## src/rtl/line_burst_adaptor.sv

```systemverilog
// line_burst_adaptor: L2 line request to 4-beat memory burst adaptor; ADAPTOR_PERF_CNT_EN adds rd/wr line counters
module line_burst_adaptor #(
    parameter int s_offset = 5,
    parameter int s_line   = 256,
    parameter int s_beat   = 64
) (
    input  logic              clk,
    input  logic              rst_n,
    input  logic              line_read,
    input  logic              line_write,
    input  logic [31:0]       line_address,
    input  logic [s_line-1:0] line_wdata,
    output logic              line_resp,
    output logic [s_line-1:0] line_rdata,
    output logic              mem_read,
    output logic              mem_write,
    output logic [31:0]       mem_address,
    output logic [s_beat-1:0] mem_wdata,
    input  logic [s_beat-1:0] mem_rdata,
    input  logic              mem_resp
`ifdef ADAPTOR_PERF_CNT_EN
   ,output logic [31:0]       rd_line_count,
    output logic [31:0]       wr_line_count
`endif
);
    localparam int n_beats = s_line / s_beat;
    typedef enum logic [1:0] {IDLE, RD_BURST, WR_BURST, DONE} state_t;
    state_t            state, state_nx;
    logic [1:0]        k;
    logic [31:0]       addr_q;
    logic [s_line-1:0] wdata_q;
    logic              in_burst, last, start;
    assign in_burst = state == RD_BURST || state == WR_BURST;
    assign last     = mem_resp && k == 2'(n_beats - 1);
    assign start    = state == IDLE && (line_read || line_write);
    always_ff @(posedge clk or negedge rst_n)
        if (!rst_n) state <= IDLE;
        else state <= state_nx;
    always_comb begin
        state_nx = state == IDLE ? (line_read ? RD_BURST : line_write ? WR_BURST : IDLE) :
                   in_burst      ? (last ? DONE : state) : IDLE;
    end
    always_ff @(posedge clk or negedge rst_n) begin
        if (!rst_n) begin
            k          <= '0;
            addr_q     <= '0;
            wdata_q    <= '0;
            line_rdata <= '0;
        end else begin
            if (start) addr_q <= line_address;
            if (start && !line_read) wdata_q <= line_wdata;
            if (in_burst && mem_resp) k <= k + 2'd1;
            if (state == RD_BURST && mem_resp) line_rdata[int'(k)*s_beat +: s_beat] <= mem_rdata;
        end
    end
    assign mem_read    = state == RD_BURST;
    assign mem_write   = state == WR_BURST;
    assign line_resp   = state == DONE;
    assign mem_address = addr_q & ~((32'd1 << s_offset) - 32'd1);
    assign mem_wdata   = mem_write ? wdata_q[int'(k)*s_beat +: s_beat] : '0;
`ifdef ADAPTOR_PERF_CNT_EN
    // rd_q remembers the transaction type so DONE can bump the right counter
    logic rd_q;
    always_ff @(posedge clk or negedge rst_n) begin
        if (!rst_n) begin
            rd_q          <= 1'b0;
            rd_line_count <= '0;
            wr_line_count <= '0;
        end else begin
            if (start) rd_q <= line_read;
            if (state == DONE && rd_q) rd_line_count <= rd_line_count + 32'd1;
            if (state == DONE && !rd_q) wr_line_count <= wr_line_count + 32'd1;
        end
    end
`endif
endmodule

```

## config.mk

```make
export PLATFORM = sky130hd
export DESIGN_NAME = line_burst_adaptor
export DESIGN_NICKNAME = d
export VERILOG_FILES = /design/src/rtl/line_burst_adaptor.sv
export SDC_FILE = /design/constraint.sdc
export NUM_CORES = 1
export LEC_CHECK = 0
export BUFFER_PORTS_ARGS = -buffer_cell sky130_fd_sc_hd__buf_2
export CELL_PAD_IN_SITES_DETAIL_PLACEMENT = 1
export CELL_PAD_IN_SITES_GLOBAL_PLACEMENT = 1
export CORE_AREA = 2 2 273 275
export CTS_CLUSTER_SIZE = 30
export DETAILED_ROUTE_END_ITERATION = 8
export DIE_AREA = 0 0 275 277
export GPL_ROUTABILITY_DRIVEN = 1
export PLACE_DENSITY_LB_ADDON = 0.25
export SETUP_SLACK_MARGIN = 0.2
export SLEW_MARGIN = 10
export SYNTH_ARGS = -nofsm -noshare
export SYNTH_HDL_FRONTEND = slang
export SYNTH_SLANG_ARGS = --single-unit
```

## constraint.sdc

```tcl
create_clock -name clk -period 2.45 [get_ports clk]
set_input_delay 0.49 -clock clk [delete_from_list [all_inputs] [get_ports clk]]
set_output_delay 0.49 -clock clk [all_outputs]
set_load 0.1 [all_outputs]
```

# Word-level counts from Yosys, hierarchy flattened
# Cells that the tools add are included.
[classes]
eq_ne = 5
mux = 7
n_reduce_logical = 9
n_addsub = 2
n_shift = 3
[ops]
columns = ["cell", "count"]
rows = [
  ["bitwise mux 256 bit", 1],
  ["variable shift 64 x 33 -> 256 bit (first input constant)", 1],
  ["indexed part select 256 x 9 -> 64 bit", 1],
  ["indexed part select 64 x 33 -> 256 bit", 1],
  ["2-to-1 mux 64 bit", 1],
  ["negation 8 -> 33 bit", 1],
  ["2-to-1 mux 2 bit", 5],
  ["equality test 2 bit (second input constant)", 3],
  ["logical AND 1 bit", 5],
  ["inequality test 3 x 1 -> 1 bit (second input constant)", 1],
  ["adder 2 x 1 -> 2 bit (second input constant)", 1],
  ["equality test 2 x 1 -> 1 bit (second input constant)", 1],
  ["logical NOT 2 bit", 1],
  ["logical OR 1 bit", 2],
  ["logical NOT 1 bit", 1],
]
[totals]
in_bits = 357
regBits = 548
output_inout_bits = 355

# Logic depth before layout (Yosys ltp)
# Gate-level depths: netlist (run 1).
[depth]
ltp_word = 5
mapped_depth = 10
ltp_nobuf = 4

# Least setup slack after synthesis (run 1)
# No wires, ideal clock.
[synth_path]
kind = "reg2out"
from = "reg state[0]"
to = "out mem_wdata[13]"
path_buffers = 2
t_arrival_ps = 3298
path_stages_with_launch = 7
path_slack_ps = -1338
required_time_ps = 1960
path_cell_list = "dfrtp_1 inv_1 ha_1 nand2b_1 clkbuf_1 buf_1 o22ai_1"
[synth_between]
elab_chain_len = 2
[synth_rtl]
columns = ["element", "line_no", "rtl"]
rows = [
  ["from (decl)", "28", "state_t state, state_nx;"],
  ["from (signal assigned)", "38", "else state <= state_nx;"],
  ["equality test 2 bit", "57", "assign mem_write = state == WR_BURST;"],
  ["net mem_write", "16", "output logic mem_write,"],
  ["2-to-1 mux 64 bit", "60", "assign mem_wdata = mem_write ? wdata_q[int'(k)*s_beat +: s_beat] : '0;"],
  ["to (decl)", "18", "output logic [s_beat-1:0] mem_wdata,"],
]
# The timed path passes the listed nets, and every way through them passes these cells.

# Worst setup path after layout (run 1)
[layout_path]
from = "reg state[0]"
to = "out mem_wdata[36]"
[layout_between]
elab_chain_len = 2
[layout_rtl]
columns = ["element", "line_no"]
rows = [
  ["equality test 2 bit", "57"],
  ["2-to-1 mux 64 bit", "60"],
]
# No other way between the ends.

==> results by stage, run 1 <==
Clocking:
- The clock edge transition at the registers on the reported setup and hold paths is 0.06 ns.
- The clock buffer count from CTS is 66.
- The root buffer cell is sky130_fd_sc_hd__clkbuf_16.
- The clock passes through at most 3 buffers.
- CTS built an H-tree with a depth of 3.
- The CTS tree is done.
- The clock latency reported for the late side of the worst-skew pair is between 0.6 and 0.7 ns.
- The total number of clock tree sinks is 543.

Routing:
- The first-pass iteration count of the detailed router is 5.
- For this block, the via count after detailed routing is just under 20000.
- For this run, design rule violations remaining after detail routing come to 0.
- The starting DRC count in detailed routing is 1019.
- After detailed routing, the number of vias per cell comes to 5.436.
- The number of nets with antenna violations after detailed routing is 0.
- The average routed wire per standard cell is 27.65 um.
- The final layout contains routed wiring with a total length of 97780 um.

Cells and area:
- For this run, the post-layout net count is 2870.
- The library cells used most frequently in the layout, excluding fill and tap cells, are 632 x sky130_fd_sc_hd__buf_2, 540 x sky130_fd_sc_hd__dfrtp_1, 313 x sky130_fd_sc_hd__mux2_2, 134 x sky130_fd_sc_hd__nand4_1, 103 x sky130_fd_sc_hd__buf_12.
- The layout overhead on the synthesized area is 43.04%.
- Once layout is done, the placed cells without fillers occupy 34220 um^2.
- The layout has 7606 filler cells.
- Leaving out fill and tap cells, the most frequent cell in the layout is sky130_fd_sc_hd__buf_2.
- The share of layout cells above drive strength 1 is 56.20%.
- The utilization of the core after routing is 46.52%.

Setup path:
- At the worst endpoint, the required time is 1.96 ns.
- The sort of element at the end of the critical path is a primary output.
- The biggest fanout along the worst timing path is 26.
- The worst path arrival time is ~2.2 ns.
- The element type at the critical path start is a flop.
- The critical path class is flop to primary output.
- The number of cell instances on the worst register-to-register path is 8.

Floorplanning:
- The area enclosed by the die boundary is ~76000 um^2.
- The die span in y is between 200 and 300 um.
- The top-level I/O count is 712.
- The region available for standard cell placement spans 73570 um^2.
- The starting density of the core is between 30 and 40%.
- After floorplanning, the core was divided into 100 placement rows.
- The die extent in x is 275 um.

Timing:
- The clock arrives with 0.02835 ns of skew.
- The slew of the pin with the lowest slew margin is 0.8723 ns.
- Timing would allow up to 0.3770 GHz.
- The final worst-path cycle share is 108.3%.
- Setup repair after global routing could not meet its margin everywhere.
- The total count of max-transition violations in the final report was 0.
- The post-layout minimum cycle time is 2.652 ns.
- The final count of hold timing violations is 0.
- The tightest slew margin relative to the limit is 41.63%.
- The final number of setup-violating endpoints is 64.
- The tightest hold margin is about 0.11 ns.
- The final setup slack of the worst path is -0.2022 ns.

Synth:
- The cell count after synthesis came out at 1787.
- The number of synthesis warnings is 0.
- Averaged over all synthesized cells, the footprint is about 13 um^2.
- The cell area that synthesis handed to floorplanning was between 20000 and 25000 um^2.
- Sequential cells were found to cover 56.79% of the synthesized design area.
- After synthesis the netlist holds a flip-flop and latch count of about 540.
- The synthesized netlist contains 35 unique library cells.

GRT:
- Entering global routing, the biggest net connects 70 pins.
- The total routing usage reported by global routing is around 25%.
- The via count of the first global-routing pass was 21025.
- The number of antenna violations at the first check in global routing is 45.
- The first global-routing pass estimated around 140000 um of wire.
- The sum of overflow across all layers after global routing is 0.

Run status:
- The run finished, with violations left.
- The final reports fail on setup timing.

Flow run:
- The reported max-cap violation count is 0.

Min path:
- The worst hold path was traced through 2 stages.
- The worst min-delay path category is primary input to flop.

Placement:
- The sum of net half-perimeters after detailed placement is ~65000 um.
- The instance area at placement is 30140 um^2.
- At the placement stage, the worst setup path has a slack of 0.07512 ns.
- The total of buffers placed on input and output ports is about 700.
- The final estimated routing congestion in global placement is 0.8213.
[metrics by stage]
stage / std cells / TNS (ns)
after global placement: 3351 / 0
after detailed placement: 3351 / 0
final: 3536 / -9.996
after CTS: 3501 / -12.70
after global routing: 3530 / -14.52
after floorplan: 1791 / -34.18
[flip-flops by register name (all words and copies together), names as in the netlist]
| register | count |
|---|---|
| k | 2 |
| addr_q | 27 |
| line_rdata | 256 |
| wdata_q | 256 |
| state | 2 |
[cells in the mapped netlist (all sizes together)]
master	instances	area, um^2
dfrtp	543	13590
mux2	313	3525
nand4	134	838.3
o2bb2ai	134	1299
mux2i	128	1281
buf	105	579.3
clkbuf	84	315.3
a32o	64	640.6
nor2b	64	400.4
o22ai	64	400.4
inv	33	123.9
nand2	32	122.6
and4b	29	290.3
o32ai	29	254.0
ha	9	112.6
nand3	4	25.02
nand2b	3	18.77
o21ai	3	18.77
a21oi	2	10.01
nand3b	2	15.01
or4b	2	23.77
and2	1	6.260
and3	1	6.260
and3b	1	8.760
conb	1	3.750
nand4bb	1	11.26
xnor2	1	8.760
[repair_timing]
item                                    in CTS  in global routing
setup buffers                               22                 13
hold endpoints to repair                    27                  0
pin swaps                                   23                  7
gates resized for setup                    183                 42
hold buffers                                 1                  0
gates cloned                                13                  5
endpoints found under the setup margin     156                120
[worst max-delay path, stage by stage, from the launching register on]
cell	delay (ns)
sky130_fd_sc_hd__dfrtp_2	0.41
sky130_fd_sc_hd__inv_2	0.08
sky130_fd_sc_hd__ha_4	0.17
sky130_fd_sc_hd__nand2b_4	0.13
sky130_fd_sc_hd__buf_16	0.21
sky130_fd_sc_hd__o22ai_2	0.28
sky130_fd_sc_hd__buf_12	0.20
[area by class of cell]
cell class / instances / area, um^2 / area share (%)
sequential: 543 / 13600 / 39.73
multi-input combinational: 1026 / 10680 / 31.20
timing repair buffer: 834 / 6492 / 18.97
clock buffer: 98 / 1944 / 5.681
tap: 969 / 1212 / 3.543
clock inverter: 16 / 131.4 / 0.3839
inverter: 33 / 127.6 / 0.3729
antenna: 17 / 42.54 / 0.1243
[per-layer routing]
layer,track usage (%),wire length (um)
met1,29.51,37830
met2,42.40,48670
met3,8.151,7796
met4,7.983,3158
met5,0,323
[worst paths after layout]
check                                   to            from  slack, ns
hold / removal                 wdata_q[50]  line_wdata[50]       0.11
hold reg to reg             line_rdata[81]  line_rdata[81]       0.48
max in group asynchronous  line_rdata[137]           rst_n       1.06
min in group asynchronous  line_rdata[170]           rst_n       0.44
setup / recovery             mem_wdata[36]        state[0]      -0.20
setup reg to reg           line_rdata[151]            k[0]       0.25
[logic make-up after synthesis]
| family | synth area share, % |
|---|---|
| and+or+nand+nor | 7.384 |
| xor gates and xnor gates | 0.03661 |
| adders and majority gates | 0.4706 |
| AOI/OAI and AO/OA | 10.96 |
| muxes | 20.09 |
| buffers and inverters | 4.257 |
| DFF | 56.79 |
| other | 0.01567 |
Power of run 1 is not shown: default switching activity piles up to over one toggle a cycle in this logic, so the estimate is an artifact.
==> inputs of run 2 (changes only) <==
- CORE_AREA: 2 2 273 275 -> 2 2 275 277
- DIE_AREA: 0 0 275 277 -> 0 0 277 279
- clock period: 2.45 -> 2.89 ns (I/O delays scaled with it)
==> results by stage, run 2 (same netlist as run 1, synthesis figures left out) <==
Run status:
- Run status: finished clean (was complete, but fails checks).

Setup path:
- The sort of element at the end of the critical path is a primary output (unchanged).
- The biggest fanout along the worst timing path is 10 (was 26).
- The required time at the endpoint of the critical path is 2.31 ns (was 1.96 ns).
- The critical path class is flop to primary output (unchanged).
- The critical path startpoint was k[1] (was state[0]).
- The slack of the worst reg-to-reg path is 0.30 ns (was 0.25 ns).
- Worst-path cell chain: buf_16, bufbuf_16, mux2i_2, o22ai_4, buf_12 (was inv_2, ha_4, nand2b_4, buf_16, o22ai_2, buf_12).
- The cell with the biggest individual delay on the critical path was sky130_fd_sc_hd__dfrtp_4 (was sky130_fd_sc_hd__dfrtp_2).
- The delay of the slowest cell on the worst path is 0.46 ns (was 0.41 ns).
- The worst path arrival time is 2.22 ns (was 2.16 ns).
- The element type at the critical path start was a flop (unchanged).
- The launch instance of the worst register-to-register path is k[0] (unchanged).

Floorplanning:
- The area enclosed by the die boundary is 77280 um^2 (was 76180 um^2).
- The die span in y was 279 um (was 277 um).
- The starting density of the core is 32.30% (was 32.52%).
- The die extent in x is 277 um (was 275 um).
- The number of rows in the core area was 100 (unchanged).
- The top-level I/O count is 712 (unchanged).
- The area of the core is 74070 um^2 (was 73570 um^2).

Timing:
- Setup repair after global routing missed its margin: true (unchanged).
- The post-route clock skew came to 0.02870 ns (was 0.02835 ns).
- The final count of hold timing violations is 0 (unchanged).
- After layout, the minimum clock period comes to 2.795 ns.
- The final worst-path cycle share is 96.72%.
- The peak clock frequency supported by timing is ~0.36 GHz.
- The tightest slew margin relative to the limit is 25.40% (was 41.63%).
- The total count of max-transition violations in the final report is 0 (unchanged).
- The slew of the pin with the lowest slew margin is 1.119 ns (was 0.8723 ns).
- The final number of setup-violating endpoints was 0 (was 64).

Routing:
- The remaining design rule violation count is 0 (unchanged).
- The routed via count is 19161 (was 19221).
- The first-pass iteration count of the detailed router came to 5 (unchanged).
- The average routed wire per standard cell came to 28.36 um (was 27.65 um).
- The routed wire length is 99400 um (was 97780 um).
- The number of nets with antenna violations after detailed routing is 0 (unchanged).
- The number of vias per cell came to 5.467 (was 5.436).
- The starting DRC count in detailed routing came to 1115 (was 1019).

Cells and area:
- The non-filler instance count after layout is 3505 (was 3536).
- The number of inserted filler cells in the final layout is 7750 (was 7606).
- The final net count was 2834 (was 2870).
- The utilization of the core after routing was 45.40% (was 46.52%).
- Most frequent cells in the layout: 634 x sky130_fd_sc_hd__buf_2, 540 x sky130_fd_sc_hd__dfrtp_1, 313 x sky130_fd_sc_hd__mux2_2, 134 x sky130_fd_sc_hd__nand4_1, 114 x sky130_fd_sc_hd__o2bb2ai_1 (was 632 x sky130_fd_sc_hd__buf_2, 540 x sky130_fd_sc_hd__dfrtp_1, 313 x sky130_fd_sc_hd__mux2_2, 134 x sky130_fd_sc_hd__nand4_1, 103 x sky130_fd_sc_hd__buf_12).
- The layout overhead on the synthesized area is 40.54% (was 43.04%).
- Largest registers ranked by flip-flop count: line_rdata (256), wdata_q (256), addr_q (27) (unchanged).
- The commonest non-fill, non-tap cell in the layout is sky130_fd_sc_hd__buf_2 (unchanged).
- The share of layout cells above drive strength 1 was 54.13% (was 56.20%).

Min path:
- The worst min-delay path category is primary input to flop (unchanged).
- The startpoint of the lowest-slack hold path is line_wdata[13] (was line_wdata[50]).

Clocking:
- The clock edge transition at the registers on the reported setup and hold paths was 0.06 ns (about the same).
- The number of buffers on the longest clock path is 3 (unchanged).
- The clock buffer count from CTS is 67 (was 66).
- The CTS tree is done (unchanged).
- The root buffer cell is sky130_fd_sc_hd__clkbuf_16 (unchanged).
- The clock latency reported for the late side of the worst-skew pair is 0.61 ns (about the same).
- The number of levels in the clock H-tree came to 3 (unchanged).
- The total number of clock tree sinks is 543 (unchanged).

Placement:
- The total of buffers placed on input and output ports came to 701 (unchanged).
- The final estimated routing congestion in global placement is 0.8205 (was 0.8213).
- The sum of net half-perimeters after detailed placement is 65330 um (was 65180 um).
- The placed cell count is 3333 (was 3351).

GRT:
- The sum of overflow across all layers after global routing was 0 (unchanged).
- The total routing usage reported by global routing was 24.84% (was 24.90%).
- The first-pass GRT wire length is 144500 um (was 142600 um).
- The via count of the first global-routing pass is 21088 (was 21025).
- The number of antenna violations at the first check in global routing was 47 (was 45).
- The largest net degree at the start of global routing is 89 (was 70).

Flow run:
- The reported max-cap violation count is 0 (unchanged).
run 2: cell count changes in the layout (fill, tap and decap cells not counted), moves of 5 or more:
cell,change
sky130_fd_sc_hd__o2bb2ai_2,-10
sky130_fd_sc_hd__o2bb2ai_4,-7
sky130_fd_sc_hd__buf_12,-16
sky130_fd_sc_hd__mux2i_1,+17
sky130_fd_sc_hd__mux2i_2,-17
sky130_fd_sc_hd__o2bb2ai_1,+17
sky130_fd_sc_hd__buf_4,-22
sky130_fd_sc_hd__clkbuf_8,+5
run 2: layout make-up:
| class | instances | area, um^2 | share of cell area (%) |
|---|---|---|---|
| flip-flops and latches | 543 | 13600 | 40.43 |
| multi-input cells | 1028 | 10450 | 31.06 |
| repair buffers | 795 | 6003 | 17.85 |
| clock buffers | 106 | 2024 | 6.020 |
| well taps | 969 | 1212 | 3.605 |
| clock inverters | 13 | 176.4 | 0.5246 |
| inverters | 33 | 123.9 | 0.3684 |
| diodes | 18 | 45.04 | 0.1339 |
run 2: repair_timing:
action                                  4_1_cts  5_1_grt
endpoints found under the setup margin       65      104
gates cloned                                 16        3
buffers inserted                             15        0
hold buffers                                  1        0
hold endpoints to repair                     37        0
pin swaps                                    13       14
gates resized for setup                     145       51
run 2: per-stage QoR:
step | area (um^2) | setup TNS, ns | hold WS, ns | worst slack [ns]
3_3_place_gp | 29660 | 0 | 0.4673 | 0.3330
2_1_floorplan | 24040 | -26.67 | 0.2824 | -0.5364
3_5_place_dp | 29660 | 0 | 0.4704 | 0.2445
5_1_grt | 33610 | -0.007464 | 0.1693 | -0.007464
6_report | 33630 | 0 | 0.1953 | 0.09484
4_1_cts | 33230 | 0 | 0.1504 | 0.05990
run 2: worst paths after layout:
kind,to,depth (start not counted)
max,mem_wdata[63],5
min,wdata_q[13],2
max reg2reg,line_rdata[130],5
min reg2reg,line_rdata[155],1
max in group asynchronous,wdata_q[214],3
min in group asynchronous,line_rdata[17],2
run 2: critical path, delay by kind of cell (launching register included):
kind,cells,cell delay [ns]
AOI/OAI and AO/OA,1,0.13
muxes,1,0.30
buffers and inverters,3,0.72
DFF,1,0.46
run 2: per-layer routing:
metal,vias to the layer above,global-route usage [%],wire length [um]
met4,50,7.428,2544
li1,8154,-,-
met2,739,43.18,50010
met3,181,7.932,8104
met1,10037,29.28,38410
met5,-,0,338
Power of run 2 is left out for the same reason.
